File: config.mk
export PLATFORM = sky130hd
export DESIGN_NAME = pid_scheduler
export DESIGN_NICKNAME = d
export VERILOG_FILES = /design/src/rtl/pid_scheduler.sv
export SDC_FILE = /design/constraint.sdc
export NUM_CORES = 1
export LEC_CHECK = 0
export ABC_AREA = 1
export BUFFER_PORTS_ARGS = -buffer_cell sky130_fd_sc_hd__buf_2
export CAP_MARGIN = 30
export CORE_ASPECT_RATIO = 0.5
export CORE_MARGIN = 2
export CORE_UTILIZATION = 55
export CTS_CLUSTER_SIZE = 12
export DETAILED_ROUTE_END_ITERATION = 8
export PLACE_DENSITY_LB_ADDON = 0.2
export SYNTH_ARGS = -nofsm -noshare
export SYNTH_HDL_FRONTEND = slang
export SYNTH_SLANG_ARGS = --single-unit
File: constraint.sdc
create_clock -name clk -period 5 [get_ports clk]
set_input_delay 1 -clock clk [delete_from_list [all_inputs] [get_ports clk]]
set_output_delay 1 -clock clk [all_outputs]
set_load 0.05 [all_outputs]
File: src/rtl/pid_scheduler.sv
// pid_scheduler: one incremental-PID datapath shared across NUM_CH motor channels.
// A sample_tick snapshots all targets/encoder counts, then channels are visited
// in order 0..NUM_CH-1. Each visit takes three cycles: LOAD -> CALC -> STORE.
//
// Strobe semantics: sample_tick is a single-cycle request with no ready/ack.
// It is accepted only in IDLE when the previous sweep's done pulse is not
// showing. A tick seen while busy, or in the done cycle, is dropped and sets
// the sticky overrun flag.
module pid_scheduler #(
  parameter int NUM_CH  = 4,
  parameter int K1      = 15,
  parameter int K2      = 16,
  parameter int K3      = 0,
  parameter int U_CLAMP = 1023
) (
  input  logic                  clk,
  input  logic                  reset,
  input  logic                  sample_tick,
  input  logic [8*NUM_CH-1:0]   target_flat,
  input  logic [7*NUM_CH-1:0]   enc_flat,
  output logic [8*NUM_CH-1:0]   pwm_flat,
  output logic [NUM_CH-1:0]     brake,
  output logic                  busy,
  output logic                  done,
  output logic                  overrun,
  output logic [1:0]            dbg_state_o
);

  localparam int CW = (NUM_CH > 1) ? $clog2(NUM_CH) : 1;
  localparam logic [CW-1:0] LAST_CH = CW'(NUM_CH - 1);
  localparam logic signed [17:0] K1_S   = 18'(K1);
  localparam logic signed [17:0] K2_S   = 18'(K2);
  localparam logic signed [17:0] K3_S   = 18'(K3);
  localparam logic signed [17:0] UCLAMP = 18'(U_CLAMP);
  localparam logic signed [17:0] DUTY_MAX = 18'sd127;

  typedef enum logic [1:0] {
    S_IDLE  = 2'd0,
    S_LOAD  = 2'd1,
    S_CALC  = 2'd2,
    S_STORE = 2'd3
  } state_t;

  state_t state_q, state_d;

  logic [CW-1:0]          ch_q;
  logic [8*NUM_CH-1:0]    tgt_snap_q;
  logic [7*NUM_CH-1:0]    enc_snap_q;
  logic [8*NUM_CH-1:0]    pwm_q;
  logic [NUM_CH-1:0]      brake_q;
  logic                   busy_q;
  logic                   done_q;
  logic                   overrun_q;

  // Per-channel controller history.
  logic signed [17:0]     e1_mem_q [NUM_CH];
  logic signed [17:0]     e2_mem_q [NUM_CH];
  logic signed [17:0]     up_mem_q [NUM_CH];

  // Working registers for the channel currently being serviced.
  logic signed [17:0]     e_q, e1_q, e2_q, up_q, u_q;

  logic [7:0]             cur_tgt;
  logic [6:0]             cur_enc;
  logic                   last_ch;
  logic                   tick_accept;
  logic signed [17:0]     e_calc;
  logic signed [17:0]     u_calc;
  logic signed [17:0]     u_clamped;
  logic [6:0]             duty;

  assign cur_tgt     = tgt_snap_q[8*ch_q +: 8];
  assign cur_enc     = enc_snap_q[7*ch_q +: 7];
  assign last_ch     = (ch_q == LAST_CH);
  assign tick_accept = sample_tick && (state_q == S_IDLE) && !done_q;

  // Error and control law; 18-bit signed arithmetic never wraps for the default gains.
  assign e_calc = $signed({11'd0, cur_tgt[6:0]}) - $signed({11'd0, cur_enc});
  assign u_calc = up_q + K1_S * e_q - K2_S * e1_q + K3_S * e2_q;

  // Anti-windup clamp on the stored u and duty saturation on the output.
  always_comb begin
    u_clamped = u_q;
    if (u_q > UCLAMP)
      u_clamped = UCLAMP;
    else if (u_q < -UCLAMP)
      u_clamped = -UCLAMP;
    duty = u_q[6:0];
    if (u_q < 18'sd0)
      duty = 7'd0;
    else if (u_q > DUTY_MAX)
      duty = 7'd127;
  end

  // State register.
  always_ff @(posedge clk) begin
    if (reset) state_q <= S_IDLE;
    else       state_q <= state_d;
  end

  // Next-state logic: fixed LOAD/CALC/STORE cadence per channel.
  always_comb begin
    state_d = state_q;
    case (state_q)
      S_IDLE:  if (tick_accept) state_d = S_LOAD;
      S_LOAD:  state_d = S_CALC;
      S_CALC:  state_d = S_STORE;
      S_STORE: state_d = last_ch ? S_IDLE : S_LOAD;
      default: state_d = S_IDLE;
    endcase
  end

  // Datapath, per-channel history and output registers.
  always_ff @(posedge clk) begin
    if (reset) begin
      ch_q       <= '0;
      tgt_snap_q <= '0;
      enc_snap_q <= '0;
      pwm_q      <= '0;
      brake_q    <= '1;
      busy_q     <= 1'b0;
      done_q     <= 1'b0;
      overrun_q  <= 1'b0;
      e_q        <= '0;
      e1_q       <= '0;
      e2_q       <= '0;
      up_q       <= '0;
      u_q        <= '0;
      for (int i = 0; i < NUM_CH; i++) begin
        e1_mem_q[i] <= '0;
        e2_mem_q[i] <= '0;
        up_mem_q[i] <= '0;
      end
    end else begin
      done_q <= 1'b0;
      if (sample_tick && (busy_q || done_q))
        overrun_q <= 1'b1;
      case (state_q)
        S_IDLE: begin
          if (tick_accept) begin
            tgt_snap_q <= target_flat;
            enc_snap_q <= enc_flat;
            ch_q       <= '0;
            busy_q     <= 1'b1;
          end
        end
        S_LOAD: begin
          e_q  <= e_calc;
          e1_q <= e1_mem_q[ch_q];
          e2_q <= e2_mem_q[ch_q];
          up_q <= up_mem_q[ch_q];
        end
        S_CALC: begin
          u_q <= u_calc;
        end
        S_STORE: begin
          if (cur_tgt == 8'd0) begin
            // Braked channel: zero drive and forget controller history.
            pwm_q[8*ch_q +: 8] <= 8'd0;
            brake_q[ch_q]      <= 1'b1;
            e1_mem_q[ch_q]     <= '0;
            e2_mem_q[ch_q]     <= '0;
            up_mem_q[ch_q]     <= '0;
          end else begin
            pwm_q[8*ch_q +: 8] <= {cur_tgt[7], duty};
            brake_q[ch_q]      <= 1'b0;
            e2_mem_q[ch_q]     <= e1_q;
            e1_mem_q[ch_q]     <= e_q;
            up_mem_q[ch_q]     <= u_clamped;
          end
          if (last_ch) begin
            done_q <= 1'b1;
            busy_q <= 1'b0;
          end else begin
            ch_q <= ch_q + 1'b1;
          end
        end
        default: ;
      endcase
    end
  end

  assign pwm_flat    = pwm_q;
  assign brake       = brake_q;
  assign busy        = busy_q;
  assign done        = done_q;
  assign overrun     = overrun_q;
  assign dbg_state_o = state_q;

endmodule

# After elaboration in Yosys (flattened, before gate mapping)
# Memory sizes are Yosys's and may differ from the RTL's. A register that Yosys moved wholly into a read port is not among the register bits.
# Index checks and enable logic that the tools add are counted.
# totals
n_memories	2
elab_cells	97
out_inout_bits	41
mem_bits_rw	144
register_bits	139
# op_classes
eq_ne	7
multipliers	2
n_lt_le_gt_ge	6
n_mux	38
bitwise_logic	6
add_sub_neg	5
n_reduce_logical	15
shifts	5
# memory_table
memory	depth	word_bits	read_ports	rd_clocked_by_memory_dff	wr	line	source
e1_mem_q	4	18	1	1	4	56	logic signed [17:0] e1_mem_q [NUM_CH];
up_mem_q	4	18	1	1	4	58	logic signed [17:0] up_mem_q [NUM_CH];
# op_table
cell	count
2-to-1 mux 18 bit	6
bitwise mux 32 bit	2
OR reduction 18 bit	2
negation 5 -> 34 bit	1
variable shift 8 x 34 -> 32 bit, first input constant	1
indexed part select 8 x 34 -> 32 bit	1
indexed part select 8 x 34 -> 32 bit, first input constant	1
2-to-1 mux 32 bit	1
indexed part select 32 x 6 -> 8 bit	1
indexed part select 28 x 6 -> 7 bit	1
adder 18 bit	1
greater-than comparator 18 x 11 -> 1 bit, second input constant	1
greater-than comparator 18 x 8 -> 1 bit, second input constant	1
< comparator 18 x 1 -> 1 bit, second input constant	1
< comparator 18 x 11 -> 1 bit, second input constant	1
multiplier 5 x 18 -> 18 bit, first input constant	1
subtractor 18 bit	1
2-to-1 mux 1 bit	17
2-to-1 mux 7 bit	2
2-to-1 mux 2 bit	5
zero test 8 bit	1
case mux 2 bit (4 select lines)	1
subtractor 7 x 7 -> 8 bit	1
== test 2 bit, second input constant	3
23 further kinds	30

# Longest topological paths before layout
# Gate-level depths: netlist of run 1.
# logic_depth
word_depth	9
mapped_depth	20
mapped_depth_nobuf	20

# Worst setup path after synthesis of run 1
# Ideal clock, no wire load.
# synth_path
path_type	register to register
start	register, netlist name e_q[16]
end	register u_q[13]
setup_time_ns	0.109
arrival_ns	3.715
path_stages_with_launch	16
path_slack_ns	1.176
cell_sequence	dfxtp_1 > fa_1 > fa_1 > fa_1 > inv_1 > fa_1 > inv_1 > ha_1 > nand2_1 > or2_2 > nand3_1 > nand2_1 > nand3_1 > nand3_1 > nand2_1 > inv_1
# synth_lines
item	line	source
to (signal assigned)	154	u_q <= u_calc;
to (decl)	61	logic signed [17:0] e_q, e1_q, e2_q, up_q, u_q;

==> results.ini, run 1 <==
[clocking]
cts-resized-gates=0
root_buffer=clkbuf_16
clk_path_buf_depth=3
cts_setup_buffers=0
hold_buffers=0
tritoncts.num_buffers=25
h-tree-depth=1
cts_tree=done
clkSlewWorstSetupHoldPaths_ns=0.06
clk-insertion-delay-late_ns=0.55
cts.sinks=259

[synth]
synth_area_sq_um=13280
synth.area.top_cells=edfxtp_1 (24%), dfxtp_1 (23%), nor2_1 (9.2%)
ys.flop_type=dfxtp_1
async_flop_share=0
synth-seq-area-share=0.4688
synth_top_area_cell=edfxtp_1
ys_seq_elements=259
syn_nets=1789
yosys_warnings=0
synth.distinct_cells=37
yosys.area.top_type_share=0.2352
syn_inst=1638
avgSynthCellArea_sq_um=8.108
synth_edf_count=104

[finish]
diodes=0
finalNetCount=1852
areaGrowthSynthToFinish_pct=11.11
drive_gt1_frac=0.1048
postLayoutCellArea_sq_um=14760
fillers=2100

[floorplanning]
die_x_microns=223.8
num_rows=40
core-area_sq_um=23870
die_y_microns=113.9
start_util=0.5563
ioPinCount=104
design.die.area_sq_um=25480

[hold_path]
hp-class=reg -> reg
min_to=pwm_flat[18]
hold_path_depth=2
holdCritStartpoint=pwm_flat[18]

[critical_path]
cp_max_fo=11
r2r_cells=16
crit_chain=ha_1 > xnor2_1 > fa_1 > fa_1 > inv_1 > fa_1 > inv_1 > ha_1 > nand2_1 > or2_2 > nand3_1 > nand2_1 > nand3_1 > nand3_1 > nand2_1 > inv_1
worst_path_largest_cell_delay_ns=0.64
regToRegSetupSlack_ns=0.77
reg2reg_to=u_q[13]
start_kind=flip-flop
crit_path_end_kind=flip-flop
arrival_ns=4.66
required_ns=5.44
path_delay_family=adder cells
critPathBufInv=3
reg2reg_from=e_q[16]
slowest_stage=dfxtp_1
critical_path_class=reg -> reg

[grt]
grt_pass1_wl_microns=53780
grt_max_degree=73
antenna_found_initial=0
grt_use_total=0.2635
grt-ovfl-total=0
grt_pass1_vias=10594

[sta]
maxSlewHeadroom=0.4358
worst_pin_slew_ns=0.8398
fin_skew_ns=0.01945
rsz0062_at_grt=false
fin_crit_sh=0.8457
period_minus_slack_ns=4.228
drv_slew=0
fmax_ghz=0.2365
hold_violations=0
setup_viol=0
fin_hold_ws_ns=0.4645
finalSetupTns_ns=0

[place]
place.port_buffers=103
dp_hpwl_microns=22670
gp_congestion=0.8610
place_area_sq_um=14010

[run]
max_cap_viol_count=0

[route]
wl_per_cell_microns=16.20
drt-initial-drc-count=959
vias_per_cell=5.445
routed_wl_microns=32930
route.detailed.drc=0
vias=11065
drtPass1Iterations=5
ant_nets=0

[status]
status=finished clean

[how the worst max path moves through the flow]
stage               startpoint       to  slack [ns]  cells after the start
detailed placement     e_q[16]  u_q[13]        0.76                     16
global route           e_q[16]  u_q[12]        0.40                     17
CTS                    e_q[16]  u_q[13]        0.75                     16
finish                 e_q[16]  u_q[13]        0.77                     16
global placement       e_q[16]  u_q[16]        0.88                     17
floorplan              e_q[16]  u_q[13]        1.18                     15
[cell usage after synthesis, drive strengths merged (6+ instances only)]
cell / count
nor2: 326
inv: 208
nand2: 194
o21ai: 193
dfxtp: 155
a21oi: 108
edfxtp: 104
clkbuf: 69
nand3: 68
ha: 56
fa: 32
o22ai: 27
nand4: 26
buf: 18
or2: 8
xnor2: 8
xor2: 8
nor4: 6
[sequential cells by signal, summed over array words and instances, names as in the netlist, 2 cells and up, named ones only]
name	count
up_mem_q	72
tgt_snap_q	32
up_q	18
u_q	18
dbg_state_o	2
e1_mem_q	32
e1_q	8
e_q	8
ch_q	2
pwm_flat	32
enc_snap_q	28
[metrics by stage]
stage,worst slack (ns),util,std cells
after floorplan,1.176,-,1638
after global placement,0.8755,0.5868,1987
after detailed placement,0.7636,0.5871,1988
after CTS,0.7482,0.6172,2031
after global routing,0.3993,0.6181,2032
final,0.7715,0.6181,2032
[final cells by class]
type / count / area, sq um / share of cell area
Inverter: 210 / 790.8 / 0.05359
Clock buffer: 41 / 695.7 / 0.04715
Tap cell: 315 / 394.1 / 0.02671
Timing Repair Buffer: 123 / 688.2 / 0.04664
Multi-Input combinational cell: 1082 / 5934 / 0.4022
Sequential cell: 259 / 6227 / 0.4220
Clock inverter: 2 / 25.02 / 0.001696
[worst reg2reg max path, cell delays in order, from the launching register on]
cell and delay, ns:
dfxtp_1 0.64, ha_1 0.35, xnor2_1 0.21, fa_1 0.49, fa_1 0.55, inv_1 0.05, fa_1 0.49, inv_1 0.05
ha_1 0.36, nand2_1 0.12, or2_2 0.31, nand3_1 0.14, nand2_1 0.10, nand3_1 0.08, nand3_1 0.08, nand2_1 0.09
inv_1 0.04
[per-layer routing]
metal  routed length, microns  up-vias  part of all wire  track usage
li1                         -     5487                 -            -
met1                    15020     5201              0.46       0.3623
met3                     2115       49             0.064      0.04379
met2                    15070      328              0.46       0.4390
met5                        0        -                 0            0
met4                      714        0             0.022      0.06667
[kinds of logic (layout without fill, tap and decap cells)]
kind of cell,count (synthesis),after routing,synth area share
flip-flops,259,259,0.4688
XOR/XNOR,16,16,0.01055
AO/OA/AOI/OAI,344,344,0.1393
buffers and inverters,297,376,0.08555
adder cells (fa/ha/maj),88,88,0.1010
AND/OR/NAND/NOR,634,634,0.1948
[cell usage in the layout (no fill, tap or decap), types with 5 or more instances in the layout]
master,Yosys,routed
clkbuf_16,0,25
o22ai_1,27,27
nand3_1,68,68
nor2_1,324,323
dfxtp_1,155,154
xor2_1,8,8
nor4_1,6,6
fa_1,32,32
edfxtp_1,104,104
buf_4,0,17
buf_2,9,104
a32o_1,5,5
inv_1,204,203
o21ai_0,184,184
or2_2,8,8
clkbuf_1,69,15
a21oi_1,108,108
nand4_1,26,26
o21ai_2,9,9
xnor2_1,8,8
nand2_1,193,193
ha_1,56,56
Power of run 1 is left out: the tool's default activity adds up to more than one toggle a clock period on the data nets, which glitch-free logic cannot reach.
==> run 2: changes to the inputs <==
==> constraint.sdc (replaced) <==
create_clock -name clk -period 4.4 [get_ports clk]
set_input_delay 0.88 -clock clk [delete_from_list [all_inputs] [get_ports clk]]
set_output_delay 0.88 -clock clk [all_outputs]
set_load 0.05 [all_outputs]
==> run 2 against run 1 <==
Effect of this change:
- clock skew shrank 0.0077 ns
- hold slack got worse by 0.00086 ns
- wire length is 4.5% higher
- sequential cell count unchanged
- critical path depth rose by 1
- core utilization is 0.13 points lower
- first-iteration DRC count grew 21%
- register-to-register slack lost 0.44 ns
- sequential share of layout area increased by 0.086 points
==> results.ini, run 2 (synthesis results as in run 1) <==
[clocking]
tritoncts.num_buffers=25  ; unchanged
h-tree-depth=1  ; unchanged
clkSlewWorstSetupHoldPaths_ns=0.06  ; about the same
cts_tree=done
cts_setup_buffers=0  ; unchanged
cts-resized-gates=0  ; unchanged
clk_path_buf_depth=3  ; unchanged
root_buffer=clkbuf_16
clk-insertion-delay-late_ns=0.54  ; about the same
cts.sinks=259  ; unchanged
hold_buffers=0  ; unchanged

[route]
drt-initial-drc-count=1160  ; +21%
route.detailed.drc=0  ; unchanged
vias_per_cell=5.543  ; +1.8%
ant_nets=0  ; unchanged
drtPass1Iterations=5  ; unchanged
wl_per_cell_microns=16.93  ; +4.5%
routed_wl_microns=34390  ; +4.5%
vias=11263  ; +1.8%

[critical_path]
r2r_cells=17  ; +1
critical_path_class=reg -> reg
start_kind=flip-flop
regToRegSetupSlack_ns=0.33  ; -0.44 ns
cp_max_fo=5  ; -6
reg2reg_to=u_q[13]
crit_path_end_kind=flip-flop
arrival_ns=4.50  ; -0.16 ns
required_ns=4.83  ; -0.61 ns
reg2reg_from=e_q[6]

[floorplanning]
ioPinCount=104  ; unchanged
die_x_microns=223.8  ; unchanged
start_util=0.5563  ; unchanged
num_rows=40  ; unchanged
design.die.area_sq_um=25480  ; unchanged
die_y_microns=113.9  ; unchanged
core-area_sq_um=23870  ; unchanged

[sta]
rsz0062_at_grt=false
worst_pin_slew_ns=0.9591  ; +0.1193 ns
maxSlewHeadroom=0.3606  ; -0.07522
fmax_ghz=0.2459  ; +4.0%
setup_viol=0  ; unchanged
period_minus_slack_ns=4.066  ; -0.1625 ns
drv_slew=0  ; unchanged
finalSetupTns_ns=0  ; unchanged
fin_skew_ns=0.01173  ; -0.007729 ns
fin_crit_sh=0.9241  ; +0.07839
fin_hold_ws_ns=0.4637  ; -0.0008580 ns
hold_violations=0  ; unchanged

[grt]
grt_use_total=0.2740  ; +0.01046
grt_pass1_vias=10832  ; +2.2%
antenna_found_initial=0  ; unchanged
grt_max_degree=87  ; +19%
grt-ovfl-total=0  ; unchanged
met1_usage=0.3862  ; +0.02384
use_met3=0.03993  ; -0.003864
top_usage_layer=met2
grt.met2_usage=0.4449  ; +0.005815
grt_pass1_wl_microns=55440  ; +3.1%

[place]
gp_congestion=0.8806  ; +2.3%
dp_hpwl_microns=22900  ; +0.99%
place.port_buffers=103  ; unchanged

[finish]
finalNetCount=1853  ; +0.054%
layout_commonest_cell=nor2_1
diodes=0  ; unchanged
areaGrowthSynthToFinish_pct=10.88
drive_gt1_frac=0.1054  ; +0.0005824
final_cell_mix=nor2_1 (323), inv_1 (203), nand2_1 (193)
top_register=up_mem_q
largest_reg_flops=72  ; unchanged

[hold_path]
hold_path_depth=2  ; unchanged
hp-class=reg -> reg
holdCritStartpoint=pwm_flat[25]
min_to=pwm_flat[25]

[run]
max_cap_viol_count=0  ; unchanged

[status]
status=finished clean

==> run 2: layer usage <==
metal / part of all wire / vias up
met5: 0 / -
met4: 0.026 / 0
met3: 0.072 / 66
met2: 0.45 / 416
met1: 0.46 / 5314
li1: - / 5467
==> run 2: per-stage QoR <==
step,std cells,worst slack [ns],utilization,instance area [sq um]
final,2032,0.3340,0.6168,14730
after global routing,2032,0.01868,0.6168,14730
after CTS,2032,0.3286,0.6168,14730
after detailed placement,1990,0.3396,0.5872,14020
after global placement,1989,0.3914,0.5870,14010
after floorplan,1638,0.5759,-,13280
==> run 2: cell type report <==
type / instances / area [sq um]
Fill cell: 2104 / 9148
Sequential cell: 259 / 6227
Multi-Input combinational cell: 1082 / 5934
Inverter: 210 / 790.8
Clock buffer: 41 / 699.4
Timing Repair Buffer: 124 / 670.6
Tap cell: 315 / 394.1
Clock inverter: 1 / 8.758
==> run 2: worst max-delay path by stage <==
stage | slack [ns] | start | end
6_report | 0.33 | e_q[6] | u_q[13]
5_1_grt | 0.02 | e_q[6] | u_q[12]
4_1_cts | 0.33 | e_q[6] | u_q[13]
3_5_place_dp | 0.34 | e_q[6] | u_q[13]
3_3_place_gp | 0.39 | e_q[5] | u_q[12]
2_1_floorplan | 0.58 | e_q[16] | u_q[13]
==> run 2: critical path, cell delays in order, from the launching register on <==
cell and delay [ns]:
dfxtp_1 0.46, inv_1 0.12, ha_1 0.33, xnor2_1 0.18
fa_1 0.47, fa_1 0.54, inv_1 0.05, fa_1 0.50
inv_1 0.04, ha_1 0.35, nand2_1 0.11, or2_2 0.30
nand3_1 0.13, nand2_1 0.09, nand3_1 0.07, nand3_1 0.08
nand2_1 0.10, inv_1 0.03
Power of run 2 is left out for the same reason.
